==> src/rtl/clock_pkg.sv <==
// Shared encodings and field limits for the calendar set-mode sequencer.
package clock_pkg;

  typedef enum logic [2:0] {
    ST_RUN       = 3'd0,
    ST_SET_MONTH = 3'd1,
    ST_SET_DAY   = 3'd2,
    ST_SET_HOUR  = 3'd3,
    ST_SET_MIN   = 3'd4
  } state_e;

  localparam int MONTH_MAX = 4;
  localparam int DAY_MAX   = 30;
  localparam int HOUR_MAX  = 23;
  localparam int MIN_MAX   = 59;

endpackage

==> src/rtl/clock_set_controller_bcd_field_inc.sv <==
// Combinational two-digit BCD increment; values at or above MAX (or with a
// non-decimal digit) wrap to 00.
module bcd_field_inc #(
  parameter int MAX = 59
) (
  input  logic [3:0] tens_i,
  input  logic [3:0] units_i,
  output logic [3:0] tens_o,
  output logic [3:0] units_o
);

  logic [7:0] value;

  assign value = {4'd0, tens_i} * 8'd10 + {4'd0, units_i};

  always_comb begin
    tens_o  = tens_i;
    units_o = units_i + 4'd1;
    if ((tens_i > 4'd9) || (units_i > 4'd9) || (value >= 8'(MAX))) begin
      tens_o  = 4'd0;
      units_o = 4'd0;
    end else if (units_i == 4'd9) begin
      tens_o  = tens_i + 4'd1;
      units_o = 4'd0;
    end
  end

endmodule

==> src/rtl/clock_set_controller.sv <==
// Second-tick prescaler plus button-driven set-mode FSM that edits and loads
// month/day/hour/minute into the calendar counter.
module clock_set_controller
  import clock_pkg::*;
#(
  parameter int TICK_DIV = 50000000,
  parameter int PRESC_W  = 26
) (
  input  logic       clock,
  input  logic       reset,
  input  logic       btn_mode,
  input  logic       btn_inc,
  input  logic [3:0] cur_minbcd1,
  input  logic [3:0] cur_minbcd0,
  input  logic [3:0] cur_hourbcd1,
  input  logic [3:0] cur_hourbcd0,
  input  logic [3:0] cur_daybcd1,
  input  logic [3:0] cur_daybcd0,
  input  logic [3:0] cur_monthbcd,
  output logic       count_enable,
  output logic       load,
  output logic [3:0] set_minbcd1,
  output logic [3:0] set_minbcd0,
  output logic [3:0] set_hourbcd1,
  output logic [3:0] set_hourbcd0,
  output logic [3:0] set_daybcd1,
  output logic [3:0] set_daybcd0,
  output logic [3:0] set_monthbcd,
  output logic [2:0] edit_field
);

  state_e             state_q, state_d;
  logic [PRESC_W-1:0] presc_q, presc_d;
  logic               ce_q, ce_d;
  logic               load_q, load_d;
  logic               btn_mode_q, btn_inc_q;
  logic [3:0]         month_q, month_d;
  logic [3:0]         day_t_q, day_t_d, day_u_q, day_u_d;
  logic [3:0]         hour_t_q, hour_t_d, hour_u_q, hour_u_d;
  logic [3:0]         min_t_q, min_t_d, min_u_q, min_u_d;

  logic       edge_mode, edge_inc;
  logic [3:0] month_t_inc, month_u_inc;
  logic [3:0] day_t_inc, day_u_inc, hour_t_inc, hour_u_inc, min_t_inc, min_u_inc;

  assign edge_mode = btn_mode & ~btn_mode_q;
  assign edge_inc  = btn_inc & ~btn_inc_q;

  bcd_field_inc #(.MAX(MONTH_MAX)) u_month_inc (
    .tens_i(4'd0), .units_i(month_q), .tens_o(month_t_inc), .units_o(month_u_inc));
  bcd_field_inc #(.MAX(DAY_MAX)) u_day_inc (
    .tens_i(day_t_q), .units_i(day_u_q), .tens_o(day_t_inc), .units_o(day_u_inc));
  bcd_field_inc #(.MAX(HOUR_MAX)) u_hour_inc (
    .tens_i(hour_t_q), .units_i(hour_u_q), .tens_o(hour_t_inc), .units_o(hour_u_inc));
  bcd_field_inc #(.MAX(MIN_MAX)) u_min_inc (
    .tens_i(min_t_q), .units_i(min_u_q), .tens_o(min_t_inc), .units_o(min_u_inc));

  always_ff @(posedge clock) begin
    if (reset) begin
      state_q    <= ST_RUN;
      presc_q    <= '0;
      ce_q       <= 1'b0;
      load_q     <= 1'b0;
      btn_mode_q <= 1'b1;
      btn_inc_q  <= 1'b1;
      month_q    <= '0;
      day_t_q    <= '0;
      day_u_q    <= '0;
      hour_t_q   <= '0;
      hour_u_q   <= '0;
      min_t_q    <= '0;
      min_u_q    <= '0;
    end else begin
      state_q    <= state_d;
      presc_q    <= presc_d;
      ce_q       <= ce_d;
      load_q     <= load_d;
      btn_mode_q <= btn_mode;
      btn_inc_q  <= btn_inc;
      month_q    <= month_d;
      day_t_q    <= day_t_d;
      day_u_q    <= day_u_d;
      hour_t_q   <= hour_t_d;
      hour_u_q   <= hour_u_d;
      min_t_q    <= min_t_d;
      min_u_q    <= min_u_d;
    end
  end

  always_comb begin
    state_d  = state_q;
    presc_d  = '0;
    ce_d     = 1'b0;
    load_d   = 1'b0;
    month_d  = month_q;
    day_t_d  = day_t_q;
    day_u_d  = day_u_q;
    hour_t_d = hour_t_q;
    hour_u_d = hour_u_q;
    min_t_d  = min_t_q;
    min_u_d  = min_u_q;
    unique case (state_q)
      ST_RUN: begin
        if (edge_mode) begin
          state_d  = ST_SET_MONTH;
          month_d  = cur_monthbcd;
          day_t_d  = cur_daybcd1;
          day_u_d  = cur_daybcd0;
          hour_t_d = cur_hourbcd1;
          hour_u_d = cur_hourbcd0;
          min_t_d  = cur_minbcd1;
          min_u_d  = cur_minbcd0;
        end else if (presc_q == PRESC_W'(TICK_DIV - 1)) begin
          ce_d = 1'b1;
        end else begin
          presc_d = presc_q + 1'b1;
        end
      end
      ST_SET_MONTH: begin
        if (edge_mode) state_d = ST_SET_DAY;
        // The month field is a single digit; a nonzero tens result cannot occur.
        else if (edge_inc) month_d = (month_t_inc == 4'd0) ? month_u_inc : 4'd0;
      end
      ST_SET_DAY: begin
        if (edge_mode) state_d = ST_SET_HOUR;
        else if (edge_inc) begin
          day_t_d = day_t_inc;
          day_u_d = day_u_inc;
        end
      end
      ST_SET_HOUR: begin
        if (edge_mode) state_d = ST_SET_MIN;
        else if (edge_inc) begin
          hour_t_d = hour_t_inc;
          hour_u_d = hour_u_inc;
        end
      end
      ST_SET_MIN: begin
        if (edge_mode) begin
          state_d = ST_RUN;
          load_d  = 1'b1;
        end else if (edge_inc) begin
          min_t_d = min_t_inc;
          min_u_d = min_u_inc;
        end
      end
      default: state_d = ST_RUN;
    endcase
  end

  assign count_enable = ce_q;
  assign load         = load_q;
  assign edit_field   = state_q;
  assign set_monthbcd = month_q;
  assign set_daybcd1  = day_t_q;
  assign set_daybcd0  = day_u_q;
  assign set_hourbcd1 = hour_t_q;
  assign set_hourbcd0 = hour_u_q;
  assign set_minbcd1  = min_t_q;
  assign set_minbcd0  = min_u_q;

endmodule

==> config.mk <==
export PLATFORM = sky130hd
export DESIGN_NAME = clock_set_controller
export DESIGN_NICKNAME = d
export VERILOG_FILES = /design/src/rtl/clock_pkg.sv /design/src/rtl/clock_set_controller_bcd_field_inc.sv /design/src/rtl/clock_set_controller.sv
export SDC_FILE = /design/constraint.sdc
export NUM_CORES = 1
export LEC_CHECK = 0
export ABC_AREA = 0
export CAP_MARGIN = 20
export CORE_ASPECT_RATIO = 1.1
export CORE_MARGIN = 2
export CORE_UTILIZATION = 52
export DETAILED_ROUTE_END_ITERATION = 8
export PLACE_DENSITY_LB_ADDON = 0.08
export SLEW_MARGIN = 20
export SYNTH_ARGS = -nofsm -noshare
export SYNTH_HDL_FRONTEND = slang
export SYNTH_HIERARCHICAL = 1
export SYNTH_SLANG_ARGS = --single-unit
==> constraint.sdc <==
create_clock -name clock -period 3.2 [get_ports clock]
set_input_delay 0.64 -clock clock [delete_from_list [all_inputs] [get_ports clock]]
set_output_delay 0.64 -clock clock [all_outputs]
set_load 0.02 [all_outputs]
==> Word level (Yosys, flattened, before mapping) <==
Index checks and enable logic that the tools add are counted.
{ "totals": {"out_inout_bits": 33, "in_bits": 32, "word_cells": 146, "regBits": 61} }
{ "classes": {"n_mul": 3, "n_reduce_logical": 24, "n_addsub": 11, "n_lt_le_gt_ge": 11, "eq_ne": 25, "muxes": 53, "n_bitwise": 6} }
{ "ops": {"columns": ["operator", "count"], "rows": [
  ["4-bit two-way mux", 37],
  ["4-bit one-hot mux with 2 select lines", 7],
  ["4-bit by 1-bit adder with 4-bit output, second input constant", 7],
  ["4-bit > comparator, second input constant", 7],
  ["26-bit by 1-bit adder with 26-bit output, second input constant", 1],
  ["26-bit equality test, second input constant", 1],
  ["2-bit inequality test, second input constant", 13],
  ["8-bit by 4-bit adder with 8-bit output", 3],
  ["4-bit by 3-bit multiplier with 7-bit output, second input constant", 3],
  ["5-bit AND reduction", 4],
  ["4-bit equality test, second input constant", 4],
  ["8-bit by 5-bit >= comparator with 1-bit output, second input constant", 2],
  ["4-bit AND reduction", 4],
  ["3-bit two-way mux", 5],
  ["3-bit one-hot mux with 5 select lines", 1],
  ["3-bit by 1-bit inequality test with 1-bit output, second input constant", 3],
  ["8-bit by 6-bit >= comparator with 1-bit output, second input constant", 1],
  ["2-bit nonzero test", 4],
  ["1-bit logical OR", 7],
  ["3-bit by 2-bit equality test with 1-bit output, second input constant", 2],
  ["4-bit by 3-bit >= comparator with 1-bit output, second input constant", 1],
  ["4-bit logical NOT", 1],
  ["1-bit inverter", 4],
  ["4-bit OR reduction", 1],
  ["7 further kinds", 10]
]} }

==> Logic depth before layout (Yosys ltp) <==
{ "depth": {"ltp_word": 8, "mapped_depth": 12, "mapped_depth_nobuf": 12} }

==> Hierarchy <==
Netlist, hierarchy kept.
{ "modules_own_cells": {"columns": ["mod", "cells_each", "area_each_um2", "instances", "seq_area_each_um2"], "rows": [
  ["clock_set_controller", 335, 2911.5, 1, 1221.2],
  ["bcd_field_inc at u_hour_inc", 67, 523.0, 1, 0.0],
  ["bcd_field_inc at u_day_inc", 66, 506.7, 1, 0.0],
  ["bcd_field_inc at u_min_inc", 64, 493.0, 1, 0.0],
  ["bcd_field_inc at u_month_inc", 56, 457.9, 1, 0.0]
]} }

==> Worst setup path after synthesis <==
Ideal clock, no wire load.
{ "synth_timing": {"path_kind": "reg2reg", "from": "register min_t_q[3], in the netlist set_minbcd1[3]", "to": "register min_t_q[0], in the netlist set_minbcd1[0]", "t_arrival_ns": 2.619, "stages_incl_launch_ff": 12, "path_slack_ns": 0.447, "setup_ns": 0.134, "n_path_buf": 0, "cell_sequence": "dfxtp_1 > ha_1 > ha_1 > fa_1 > o2111a_1 > nor2_1 > o211ai_1 > nor3_1 > mux2i_1 > nand2_1 > a21oi_1 > a211oi_1"} }
{ "synth_via": {"elab_chain_len": 8, "elab_cells_between_ends": 12} }
{ "synth_lines": {"columns": ["element", "line_no", "rtl"], "rows": [
  ["from (decl)", "clock_set_controller.sv:40", "logic [3:0] min_t_q, min_t_d, min_u_q, min_u_d;"],
  ["from (signal assigned)", "clock_set_controller.sv:85", "min_t_q <= min_t_d;"],
  ["4-bit by 3-bit multiplier with 7-bit output", "clock_set_controller_bcd_field_inc.sv:14", "assign value = {4'd0, tens_i} * 8'd10 + {4'd0, units_i};"],
  ["8-bit by 4-bit adder with 8-bit output", "clock_set_controller_bcd_field_inc.sv:14", null],
  ["8-bit by 6-bit >= comparator with 1-bit output", "clock_set_controller_bcd_field_inc.sv:19", "if ((tens_i > 4'd9) || (units_i > 4'd9) || (value >= 8'(MAX))) begin"],
  ["1-bit logical OR *", "clock_set_controller_bcd_field_inc.sv:19", null],
  ["4-bit two-way mux *", "clock_set_controller_bcd_field_inc.sv:19", null],
  ["via min_t_inc[0]", "clock_set_controller.sv:44", "logic [3:0] day_t_inc, day_u_inc, hour_t_inc, hour_u_inc, min_t_inc, min_u_inc;"],
  ["4-bit two-way mux *", "clock_set_controller.sv:142", "end else if (edge_inc) begin"],
  ["4-bit two-way mux *", "clock_set_controller.sv:139", "if (edge_mode) begin"],
  ["4-bit one-hot mux with 2 select lines *", "clock_set_controller.sv:102", "unique case (state_q)"]
]} }
Mark *: on every way through the listed nets, which the timed path passes. The rest lies on a longest branch. The select of a mux whose other input is x is not followed.
A chain may end at the register's enable or synchronous reset.

==> Worst setup path in the final report <==
{ "layout_timing": {"from": "register min_t_q[3], in the netlist set_minbcd1[3]", "to": "register min_u_q[1], in the netlist set_minbcd0[1]"} }
{ "layout_via": {"elab_chain_len": 8, "elab_cells_between_ends": 10} }
{ "layout_lines": {"columns": ["element", "line_no", "rtl"], "rows": [
  ["4-bit by 3-bit multiplier with 7-bit output", "clock_set_controller_bcd_field_inc.sv:14", null],
  ["8-bit by 4-bit adder with 8-bit output", "clock_set_controller_bcd_field_inc.sv:14", null],
  ["8-bit by 6-bit >= comparator with 1-bit output", "clock_set_controller_bcd_field_inc.sv:19", null],
  ["1-bit logical OR *", "clock_set_controller_bcd_field_inc.sv:19", null],
  ["4-bit two-way mux *", "clock_set_controller_bcd_field_inc.sv:19", null],
  ["via min_u_inc[1]", "clock_set_controller.sv:44", null],
  ["4-bit two-way mux *", "clock_set_controller.sv:142", null],
  ["4-bit two-way mux *", "clock_set_controller.sv:139", null],
  ["4-bit one-hot mux with 2 select lines *", "clock_set_controller.sv:102", null],
  ["to (signal assigned)", "clock_set_controller.sv:86", "min_u_q <= min_u_d;"],
  ["to (decl)", "clock_set_controller.sv:40", null]
]} }
Marks and branches as above.

==> summary.md <==
| Metric | Value |
|---|---|
| Status | finished, final reports clean |
| Setup-failing EPs final | 0 |
| Unrepaired setup endpoints after global routing | no |
| Commonest non-fill, non-tap cell in the layout | clkdlybuf4s50_1 |
| Static Leak | 2.26 nW |
| Routed Antenna Nets | 0 |
| Final Hold Fails | 0 |
| Final Slew Violations | 0 |
| CP max stage delay | 580 ps |
| DIE HEIGHT | between 100 and 150 um |
| Skew-Pair Late Insertion Delay | roughly 330 ps |
| Worst clock skew | 10.6 ps |
| Post-synthesis compound-gate area fraction | 19.5% |
| Register area | 0.00122 mm2 |
| Synth area leader | dfxtp_1 |
| Clk pin slew, worst setup/hold paths | ~70 ps |
| Root buffer cell | clkbuf_8 |
| Full die area | 0.0102 mm2 |
| Total congestion overflow | 0 |
| Largest family of logic cells by synthesized area | simple AND/OR/NAND/NOR gates |
| Post-DP HPWL | 8890 um |
| Synth Area in XOR/XNOR | 7.85% |
| Rel. slew slack | a little over half |
| Synthesized area per cell | approximately 8.3 um2 |
| Std cell rows | 37 |
| Multi-input logic area | 0.00347 mm2 |
| Sink Count | 61 |
| Clock buffer depth | 2 |
| Hold WC Path Type | reg -> reg |
| CTS resizes | 0 |
| First-pass GRT wire length | 19,700 um |
| Syn Inst Count | between 500 and 600 |
| DR DRC count | 0 |
| Layout cells sized above 1 | 7.98% |
| Post-Syn Area | 0.00489 mm2 |
| Tightest Pin Transition | 677 ps |
| Crit path kind | reg -> reg |
| Top cell type's share of synthesized area | around 25% |
| Pwr Density | 302 mW/mm2 |
| Clock buffer count from CTS | 9 |
| Largest net degree at the start of global routing | 34 |
| Dpl ws | 256 ps |
| Final setup TNS | 0 ps |
| WL/cell | 14.5 um |
| Synth warn | 6 |
| Ports | 65 |
| Via/cell ratio | 5.81 |
| Maximum VDD drop | 0.191 mV |
| Fin util | 64.3% |
| Synth Area in Simple Gates | approximately a quarter |
| CP Max Fanout | 8 |
| Inserted Diodes | 0 |
| Fin crit share | around 94% |
| Seq/Total Area, Yosys | between 20% and 30% |
| Die width | 96.5 um |
| Starting Density | 52.8% |
| Most frequent cells in the layout | clkdlybuf4s50_1, dfxtp_1, inv_1 |
| Via count | 4,686 |
| CP max-delay cell | fa_1 |
| Core Box Area | roughly 0.0093 mm2 |
| Adder-Cell Fraction of Synth Area | 14.0% |
| Layout area overhead | 21.8% |
| DRT Pass-1 Iters | 5 |
| Post-synth EDFFs | 0 |
| Synthesized flop and latch total | 61 |
| Setup WS post-layout | 199 ps |
| Total track usage | 23.5% |
| Async SR Flop Fraction | 0% |
| Crit path required time | 3430 ps |
| CP Cell Sequence | ha_1 > ha_1 > fa_1 > o2111ai_1 > mux2i_1 > a21oi_1 > nor4_1 > mux2i_1 > nand2_1 > a21oi_1 > a211oi_1 |
| GP Congestion | 0.883 |
| Crit end category | flop |
| Number of global-route vias before repair | 4,415 |
| CP Launch Type | flop |
| Largest delay share family, worst path | adder cells |
| DRT iter0 DRCs | 238 |
| Synth top area cells | dfxtp_1, ha_1, mux2i_1, a21oi_1, xnor2_1 |
| Fmax | around 330 MHz |
| Fill cells | 840 |
| Drt total wl | 11,700 um |
| IO Port Bufs | 64 |
| Nets | 766 |
| Max-cap violation count | 0 |
| Fin crit period | 3000 ps |
| Main synth FF type | dfxtp_1 |
| TritonCTS clock tree | built |
| Initial antenna violation count | 0 |
| Arr. time, crit path | 3230 ps |
| Multiplexer share of the synthesized area | 4.30% |
| Worst Path Buf+Inv | 0 |
| Synth cell types | 71 |
| H-tree levels | 3 |
==> stage by stage <==
stage | total power, W | instance area [um2] | cells | hold WS [ps]
floorplan | 0.00110 | 4970 | 610 | 447
global placement | 0.00124 | 5790 | 789 | 458
detailed placement | 0.00125 | 5790 | 789 | 477
CTS | 0.00181 | 5950 | 805 | 490
global route | 0.00191 | 5960 | 806 | 522
finish | 0.00180 | 5960 | 806 | 486
==> Yosys cell counts, drive strengths merged (11+ instances only) <==
cell,instances
dfxtp,61
inv,49
ha,42
a21oi,41
nand2,39
nor2,35
nor3,25
nand3,24
xnor2,23
o21ai,22
mux2i,21
xor2,20
clkbuf,14
nor4,14
nand4,13
a221oi,12
o22ai,11
==> flip-flops by register name, indices dropped and copies added (netlist names) <==
signal and count:
set_hourbcd1 4, set_minbcd0 4, btn_mode_q 1, edit_field 3, set_daybcd0 4, count_enable 1
set_minbcd1 4, btn_inc_q 1, load 1, presc_q 26, set_monthbcd 4, set_hourbcd0 4
set_daybcd1 4
==> cells by family after synthesis <==
logic type                 after synthesis
DFF                                     61
and+or+nand+nor                        205
muxes                                   21
adders and majority gates               50
other                                    1
AOI/OAI and AO/OA                      139
buffers and inverters                   68
xor gates and xnor gates                43
==> metal layers <==
metal / part of all wire [%] / vias up / track usage [%]
met5: 0 / - / 0
met3: 4.2 / 18 / 3.93
met4: 1.5 / 0 / 6.74
met1: 45 / 2202 / 30.1
met2: 49 / 118 / 40.2
li1: - / 2348 / -
==> power by group <==
part / total (W) / internal, W / switching [W]
Combinational: 0.000419 / 0.000197 / 0.000221
Clock: 0.000557 / 0.000276 / 0.000282
Sequential: 0.000826 / 0.000785 / 0.0000411
Total: 0.00180 / 0.00126 / 0.000544
==> worst register-to-register path: stages (launching register included) <==
cell and delay (ps):
dfxtp_1 520, ha_1 320, ha_1 200, fa_1 580, o2111ai_1 140, mux2i_1 200, a21oi_1 140, nor4_1 290
mux2i_1 120, nand2_1 80, a21oi_1 40, a211oi_1 270
==> final timing paths <==
path,from,end,slack [ps],cells past startpoint
setup / recovery,set_minbcd1[3],set_minbcd0[1],200,11
hold / removal,presc_q[25],presc_q[25],490,2
setup reg to reg,set_minbcd1[3],set_minbcd0[1],200,11
hold reg to reg,presc_q[25],presc_q[25],490,2
==> cell type report <==
class                      instances  area share [%]
multi-input combinational        481            58.3
tap                              117            2.46
inverter                          50            3.15
clock buffer                      11            2.21
sequential                        61            20.5
timing repair buffer              81            12.9
clock inverter                     5           0.462
==> what timing repair did <==
item,4_1_cts,5_1_grt
endpoints found under the setup margin,0,4
buffers inserted,0,1
hold buffers,0,0
Note: power is estimated with default switching activity, not from simulation.
